$ cat src/rtl/reg_file_sweep.sv
// DEPTH x DATA_W register file: one synchronous write port, two combinational read ports, CLEAR sweep sequencer.
// Reads have zero latency; writes land at the next edge; writes offered while a sweep is running are dropped, never stalled.
module reg_file_sweep #(
  parameter int DATA_W  = 16,
  parameter int ADDR_W  = 4,
  parameter int BYPASS  = 1,
  parameter int ZERO_R0 = 0
) (
  input  logic              clock,
  input  logic              reset,
  input  logic              wr_en,
  input  logic [ADDR_W-1:0] wr_addr,
  input  logic [DATA_W-1:0] wr_data,
  input  logic [ADDR_W-1:0] rd_addr_1,
  input  logic [ADDR_W-1:0] rd_addr_2,
  output logic [DATA_W-1:0] rd_data_1,
  output logic [DATA_W-1:0] rd_data_2,
  input  logic              clr_req,
  output logic              clr_busy,
  output logic              clr_done
);

  localparam int DEPTH = 2 ** ADDR_W;

  typedef enum logic {
    IDLE,
    CLEAR
  } state_t;

  state_t            state_q, state_d;
  logic [ADDR_W-1:0] ptr_q, ptr_d;
  logic              busy_q, busy_d;
  logic              done_q, done_d;
  logic [DATA_W-1:0] mem_q [DEPTH];
  logic              wr_acc;

  // A write aimed at a hardwired-zero R0 is treated as never having been accepted.
  assign wr_acc = wr_en && (state_q == IDLE) && !((ZERO_R0 != 0) && (wr_addr == '0));

  always_ff @(posedge clock or posedge reset) begin
    if (reset) begin
      for (int i = 0; i < DEPTH; i++) begin
        mem_q[i] <= '0;
      end
    end else if (state_q == CLEAR) begin
      mem_q[ptr_q] <= '0;
    end else if (wr_acc) begin
      mem_q[wr_addr] <= wr_data;
    end
  end

  always_ff @(posedge clock or posedge reset) begin
    if (reset) begin
      state_q <= IDLE;
      ptr_q   <= '0;
      busy_q  <= 1'b0;
      done_q  <= 1'b0;
    end else begin
      state_q <= state_d;
      ptr_q   <= ptr_d;
      busy_q  <= busy_d;
      done_q  <= done_d;
    end
  end

  always_comb begin
    state_d = state_q;
    ptr_d   = ptr_q;
    busy_d  = busy_q;
    done_d  = 1'b0;
    unique case (state_q)
      IDLE: begin
        if (clr_req) begin
          state_d = CLEAR;
          ptr_d   = '0;
          busy_d  = 1'b1;
        end
      end
      CLEAR: begin
        ptr_d = ptr_q + 1'b1;
        if (ptr_q == ADDR_W'(DEPTH - 1)) begin
          state_d = IDLE;
          ptr_d   = '0;
          busy_d  = 1'b0;
          done_d  = 1'b1;
        end
      end
      default: state_d = IDLE;
    endcase
  end

  // wr_acc is already low during CLEAR, so forwarding never leaks into a sweep.
  function automatic logic [DATA_W-1:0] read_port(input logic [ADDR_W-1:0] addr);
    if ((ZERO_R0 != 0) && (addr == '0)) begin
      return '0;
    end else if ((BYPASS != 0) && wr_acc && (wr_addr == addr)) begin
      return wr_data;
    end else begin
      return mem_q[addr];
    end
  endfunction

  assign rd_data_1 = read_port(rd_addr_1);
  assign rd_data_2 = read_port(rd_addr_2);
  assign clr_busy  = busy_q;
  assign clr_done  = done_q;

endmodule

$ cat config.mk
export PLATFORM = sky130hd
export DESIGN_NAME = reg_file_sweep
export DESIGN_NICKNAME = d
export VERILOG_FILES = /design/src/rtl/reg_file_sweep.sv
export SDC_FILE = /design/constraint.sdc
export NUM_CORES = 1
export LEC_CHECK = 0
export CAP_MARGIN = 10
export CORE_MARGIN = 2
export CORE_UTILIZATION = 40
export CTS_BUF_LIST = sky130_fd_sc_hd__clkbuf_16
export DETAILED_ROUTE_END_ITERATION = 16
export DONT_BUFFER_PORTS = 1
export PLACE_DENSITY = 0.58
export SYNTH_ARGS = -nofsm -noshare
export SYNTH_HDL_FRONTEND = slang
export SYNTH_SLANG_ARGS = --single-unit
$ cat constraint.sdc
create_clock -name clock -period 10 [get_ports clock]
set_input_delay 0.5 -clock clock [delete_from_list [all_inputs] [get_ports clock]]
set_output_delay 0.5 -clock clock [all_outputs]
set_load 0.02 [all_outputs]
## Word level (Yosys, flattened, before mapping)

Cells that the tools add are included.

| word-level totals | value |
|---|---|
| bits in registers | 263 |
| bits in latches | 0 |
| memory bits (writable) | 0 |
| bits in read-only memories | 0 |
| input bits | 32 |
| output and inout port bits | 34 |
| logic and storage cells | 72 |
| memories | 0 |

| operators by class | value |
|---|---|
| $add $sub $neg | 1 |
| multiply operators | 0 |
| div/mod/pow operators | 0 |
| magnitude comparators | 6 |
| eq/ne operators | 5 |
| shift operators | 0 |
| muxes and demuxes | 26 |
| bitwise operators | 7 |
| reductions and logical operators | 7 |

Operators by type and width:

| cell | count |
|---|---|
| $mux 256 | 2 |
| $and 256x256->256 | 1 |
| $bwmux 256 | 1 |
| $not 256->256 | 1 |
| $bmux 16 s4 | 2 |
| $demux 16 s4 | 2 |
| $mux 16 | 8 |
| $ge 5x5->1 const B | 4 |
| $not 4->5 | 4 |
| $lt 5x1->1 const B | 2 |
| $eq 4x4->1 | 2 |
| $mux 4 | 2 |
| $pmux 4 s2 | 1 |
| $mux 1 | 6 |
| $logic_and 1x1->1 | 5 |
| $add 4x1->4 const B | 1 |
| $eq 4x4->1 const B | 1 |
| $pmux 1 s2 | 2 |
| $ne 2x1->1 const B | 1 |
| $ne 2x2->1 const B | 1 |
| $reduce_and 2->1 | 1 |
| $reduce_bool 2->1 | 1 |
| $not 1->1 | 1 |

## Depth between registers and ports, before layout

Gate-level depths: netlist of run 1.

| logic depth | value |
|---|---|
| depth in word-level cells | 8 |
| mapped depth | 7 |

## Least setup slack after synthesis of run 1

Ideal clock, no wire load.

| timing | value |
|---|---|
| kind | input port to output port |
| from | input rd_addr_1[0] |
| to | output rd_data_1[0] |
| arrival time | 2095 ps |
| data required time | 9500 ps |
| slack | 7405 ps |
| stages | 6 |
| buffers on the path | 2 |
| cell sequence | buf_2 -> buf_2 -> mux4_2 -> mux2i_1 -> mux2i_1 -> mux2_2 |

| between the ends | value |
|---|---|
| word-level cells in the longest chain between the ends | 5 |
| elaborated cells on any way between the ends | 7 |

Ends and longest elaborated chain:

| element | RTL line | source |
|---|---|---|
| start: declaration | 14 | `input logic [ADDR_W-1:0] rd_addr_1,` |
| $not 4->5 (not written as such) | 99 | `return mem_q[addr];` |
| $bmux 16 s4 | 99 |  |
| $mux 16 (not written as such) (2 in a row) | 99 |  |
| $mux 16 (*) | 96 | `end else if ((BYPASS != 0) && wr_acc && (wr_addr == addr)) begin` |
| end: declaration | 16 | `output logic [DATA_W-1:0] rd_data_1,` |

Mark *: on every way between the ends. The rest lies on a longest branch, timed or not. The select of a mux whose other input is x is not followed.

## Final worst setup path of run 1

| timing | value |
|---|---|
| from | register state_q |
| to | output rd_data_1[9] |

| between the ends | value |
|---|---|
| word-level cells in the longest chain between the ends | 4 |

Ends and longest elaborated chain:

| element | RTL line | source |
|---|---|---|
| start: declaration | 30 | `state_t state_q, state_d;` |
| start signal: assignment | 59 | `state_q <= state_d;` |
| $not 1->1 | n/a |  |
| $logic_and 1x1->1 | 38 | `assign wr_acc = wr_en && (state_q == IDLE) && !((ZERO_R0 != 0) && (wr_addr == '0));` |
| $logic_and 1x1->1 | 96 |  |
| $mux 16 | 96 |  |

No other way between the ends.

==> results of run 1 <==
## layout make-up
type,count,area [um2]
timing repair buffer,21,160
tap,455,569
clock buffer,30,751
sequential,263,6580
inverter,6,30.0
clock inverter,19,91.3
multi-input combinational,621,7090
fill,3101,19400
## worst max-delay path by stage
stage	start	to	slack, ns	cells past startpoint
after global routing	state_q$_DFF_PP0_	rd_data_2[9]	6.66	3
after global placement	state_q$_DFF_PP0_	mem_q[245]$_DFFE_PP0P_	7.18	4
after detailed placement	state_q$_DFF_PP0_	mem_q[241]$_DFFE_PP0P_	7.11	4
after floorplan	reset	clr_busy$_DFFE_PP0P_	2.26	1
final	state_q$_DFF_PP0_	rd_data_1[9]	6.77	3
after CTS	state_q$_DFF_PP0_	rd_data_2[9]	6.79	3
## logic make-up after synthesis
family | synth area share
and+or+nand+nor | 0.0276
buffers and inverters | 0.0374
xor gates and xnor gates | 0.00557
AOI/OAI and AO/OA | 0.164
DFF | 0.465
muxes | 0.297
adders and majority gates | 0.00354
## state kept, by name, indices dropped and copies added, names as in the netlist
| register | cells |
|---|---|
| state_q | 1 |
| clr_busy | 1 |
| mem_q | 256 |
| clr_done | 1 |
| ptr_q | 4 |
## Yosys cell counts (11+ instances only)
library cell and count:
buf_1 25, mux2_2 32, a21oi_1 14, nand2_1 37, dfrtp_1 263, a22o_1 240, buf_2 42, clkbuf_1 47
mux4_2 128, nor2_1 11, mux2i_1 96, o21ai_0 18
## power by group
part | total [uW] | switching [uW] | leakage [uW] | internal [uW]
Sequential | 1390 | 148 | 0.00363 | 1240
Combinational | 712 | 371 | 0.00274 | 341
Clock | 979 | 443 | 0.000446 | 536
## cells in the final DEF (no fill, tap or decap), types with 2 or more instances in the layout
cell type and count:
nand2_1 37, clkinv_2 2, nor3_1 2, mux2i_1 96, xnor2_1 2, a21oi_1 4
inv_1 14, a22o_1 240, o31ai_1 3, dfrtp_1 263, mux2_2 32, nor2_4 3
o21ai_0 18, and3_1 2, nor3b_1 2, nand3_1 4, xor2_1 7, clkinv_1 6
buf_4 20, nor2_2 4, nand4bb_1 2, ha_1 4, mux4_2 128, nor3_2 3
nor2_1 7, a21oi_2 12, clkbuf_16 30, nand2b_1 2
## per-stage QoR
step | util | cell area [um2] | power, uW
after detailed placement | 0.415 | 14400 | 2110
after CTS | 0.440 | 15300 | 3100
after global routing | 0.440 | 15300 | 3220
after floorplan | - | 14200 | 1940
after global placement | 0.415 | 14400 | 2100
final | 0.440 | 15300 | 3080
## per-layer routing
metal	up-vias	routed length [um]	GRT usage	share of wire
met5	-	0	0	0
met4	0	1980	0.104	0.046
met3	103	2810	0.0320	0.065
met2	426	20000	0.374	0.46
met1	5012	18200	0.343	0.42
li1	3886	-	-	-
==> flow_summary.ini, run 1 <==
[status]
outcome = finished with violations
violations = negative hold slack

[timing]
hold_viol_final = 7
fmax_mhz = 310
setup_ws_ns = 6.77
holdWs_ns = -0.0143
slew-limit-headroom = 0.201
rsz0062_at_grt = false
setup_viol = 0
period_needed_ns = 3.23
tns_ns = 0
finalMaxSlewViolations = 0
fin_skew_ns = 0.0315
post-route-period-util = 0.323
worst_slew_pin_slew_ns = 1.20

[yosys]
syn_avg_cell_area_um2 = 14.1
synth_top_area_share = 0.465
netlist_area_um2 = 14200
ys_top_cells_by_area = dfrtp_1, mux4_2, a22o_1, mux2i_1, mux2_2
syn_inst = 1007
syn-num-nets = 1043
ys_ff_latch = 263
yosysWarningCount = 0
ys_seq_area_frac = 0.465
synth-edff-count = 0
yosys.area.top_type = dfrtp_1
synthFlopType = dfrtp_1
synth-async-reset-ratio = 1.00
synth_cell_types = 35

[final_layout]
final_cells = 1415
antenna_cells = 0
area_growth_pct = 7.91
layout-drive-gt1-share = 0.249
nNetsFinal = 979

[floorplanning]
io_pins = 66
die_h_um = 192
rows = 68
initial_core_util = 0.408
die_x_um = 192
coreArea_um2 = 34700
die_area_um2 = 36900

[setup_path]
reg2reg_from = state_q$_DFF_PP0_
r2r_slack_ns = 7.14
cp-end-kind = output port
crit_buf_inv = 0
max_stage_delay_ns = 0.71
arrival_ns = 2.73
crit_path_cell_trace = nor2b_1 -> nand3_1 -> mux2_2
reg2reg_to = mem_q[245]$_DFFE_PP0P_
slowest_stage = nand3_1
crit_family = simple AND/OR/NAND/NOR gates
path_class = reg2out
r2r_cells = 4
startpoint_type = flop
critical_path_peak_fanout = 19
critical_path_required_ns = 9.50

[drt]
postRouteAntennaNets = 0
routed_wirelength_um = 43000
drtPass1Iterations = 5
vias = 9427
drtIter0Drc = 852
vias_per_cell = 6.66
drc = 0
avgRoutedWirePerCell_um = 30.4

[clocking]
ctsHoldBuffers = 1
cts_tree = yes
clock_path_buffers = 3
numCtsBuffers = 30
post_cts_resize_count = 0
cts-root-buf = clkbuf_16
cts.sinks = 263
clk_pin_slew_worst_paths_ns = 0.06
h-tree-depth = 1
clk_latency_ns = 0.57
postCtsSetupRepairBufs = 0

[placed_design]
dp_hpwl_um = 25300
place_ws_ns = 7.11
io_buffer_count = 0
gp_congestion = 0.832
dp_cells = 1365

[global_route]
grt_use_total = 0.242
antenna_found_initial = 0
first_global_vias = 9785
grt_pass1_wl_um = 65700
grt_max_degree = 138
grt-ovfl-total = 0

[power]
cellLeakagePower_uw = 0.00681
powerDensity_nw_per_um2 = 202
ir_drop_mv = 0.159

[run]
cap_violations = 0

[hold_path]
hold_class = in2async
No activity file was read; power rests on OpenSTA's default activity.
==> inputs of run 2 (changes only) <==
clock period = 3.3 ns   (was 10 ns; I/O delays follow)
==> run 2 against run 1 <==
  * The run now ends clean
  * Critical endpoint is now rd_data_2[7]
  * Highest routed layer unchanged
  * Clock skew fell by 0.011 ns
  * Largest power group unchanged
  * Sequential cell count unchanged
  * Clock-buffer cell count fell by 1
  * Largest cell class unchanged
==> flow_summary.ini, run 2 (same netlist as run 1, synthesis figures left out) <==
[status]
outcome = completed

[power]
total_power_uw = 10000
cellLeakagePower_uw = 0.00697
pwr-share-clk = 0.356
powerDensity_nw_per_um2 = 637
p_switching_uw = 3070
ir_drop_mv = 0.408
power.switching_fraction = 0.307
p_int_uw = 6930
pwr-share-comb = 0.222
seq_power_share = 0.421

[final_layout]
largest_register_ffs = 256
regMostFlops = mem_q
biggestRegsByFlops = mem_q (256), ptr_q (4)
nNetsFinal = 1003
final_cells = 1445
final_cell_mix = dfrtp_1, a22o_1, mux4_2
layout-drive-gt1-share = 0.264
final_common_cell = dfrtp_1
design_area_um2 = 15700
area_growth_pct = 11.0
antenna_cells = 0

[floorplanning]
die_x_um = 192
io_pins = 66
coreArea_um2 = 34700
die_area_um2 = 36900
initial_core_util = 0.408
die_h_um = 192
rows = 68

[drt]
drc = 0
dr_wl_met2_um = 21000
top_layer = met4
vias_per_cell = 6.65
drtPass1Iterations = 5
routed_wirelength_um = 44300
met3WireLength_um = 3160
avgRoutedWirePerCell_um = 30.6
drtIter0Drc = 879
postRouteAntennaNets = 0
vias = 9607
wl_met1_um = 18700

[setup_path]
cp-end-kind = output port
critical_path_required_ns = 3.13
critical_path_peak_fanout = 19
cp-startpoint = state_q$_DFF_PP0_
startpoint_type = flop
max_stage_delay_ns = 0.68
crit_path_cell_trace = nor2b_1 -> nand3_1 -> mux2_2
path_class = reg2out
arrival_ns = 2.71
slowest_stage = nand3_1
reg2reg_from = state_q$_DFF_PP0_

[global_route]
antenna_found_initial = 0
first_global_vias = 9787
grt-ovfl-total = 0
grt_use_total = 0.247
grt_max_degree = 111
grt_pass1_wl_um = 66900

[placed_design]
gp_congestion = 0.834
dp_cells = 1373
dp_hpwl_um = 25400
place_area_um2 = 14500
io_buffer_count = 0

[hold_path]
hp-start = wr_addr[1]
hold_class = in2reg

[timing]
holdWs_ns = 0.118
post-route-period-util = 0.870
finalMaxSlewViolations = 0
worst_slew_pin_slew_ns = 1.18
fmax_mhz = 348
slew-limit-headroom = 0.212
rsz0062_at_grt = false
fin_skew_ns = 0.0203
period_needed_ns = 2.87
hold_viol_final = 0
setup_viol = 0
tns_ns = 0

[clocking]
clock_path_buffers = 3
h-tree-depth = 1
clk_pin_slew_worst_paths_ns = 0.07
numCtsBuffers = 29
cts-root-buf = clkbuf_16
post_cts_resize_count = 0
cts.sinks = 263
clk_latency_ns = 0.56
cts_tree = yes

[run]
cap_violations = 0
-- run 2: cell count changes in the layout (fill, tap and decap cells not counted), sizes merged --
cell / change
inv: -7
clkinvlp: +8
bufinv: +6
buf: +8
dlygate4sd3: +17
clkinv: -1
clkbuf: -1
-- run 2: power by group through the flow --
stage,clock (uW),sequential (uW),combinational [uW]
floorplan,0,4120,1770
global placement,0,4240,2110
detailed placement,0,4260,2140
CTS,3610,4200,2230
global route,3740,4290,2390
finish,3570,4210,2220
-- run 2: final timing paths --
path / endpoint / depth (start not counted) / slack [ns]
worst max-delay path: rd_data_2[7] / 3 / 0.43
worst min-delay path: mem_q[251]$_DFFE_PP0P_ / 3 / 0.12
worst max register to register: mem_q[16]$_DFFE_PP0P_ / 5 / 0.78
worst min register to register: mem_q[133]$_DFFE_PP0P_ / 1 / 0.51
max in group asynchronous: mem_q[161]$_DFFE_PP0P_ / 3 / 2.13
min in group asynchronous: mem_q[154]$_DFFE_PP0P_ / 2 / 0.16
-- run 2: critical path, delay by kind of cell (launching register included) --
kind	cells	cell delay, ns
and+or+nand+nor	2	0.92
DFF	1	0.56
muxes	1	0.65
-- run 2: per-layer routing --
metal,global-route usage,up-vias
met5,0,-
met4,0.0781,0
met3,0.0376,85
met2,0.388,426
met1,0.355,5147
li1,-,3949
-- run 2: timing repair --
| action | in CTS | in global routing |
|---|---|---|
| endpoints found under the hold margin | 281 | 0 |
| setup buffers | 0 | 0 |
| hold buffers | 18 | 0 |
-- run 2: area by class of cell --
class	instances	area (um2)
fill	3093	19000
multi-input combinational	621	7070
sequential	263	6580
clock buffer	29	726
tap	455	569
timing repair buffer	46	415
clock inverter	25	319
inverter	6	26.3
-- run 2: through the flow --
| stage | worst slack (ns) | util |
|---|---|---|
| 2_1_floorplan | -0.335 | - |
| 3_3_place_gp | 0.909 | 0.417 |
| 3_5_place_dp | 0.875 | 0.417 |
| 4_1_cts | 0.416 | 0.452 |
| 5_1_grt | 0.294 | 0.452 |
| 6_report | 0.429 | 0.452 |
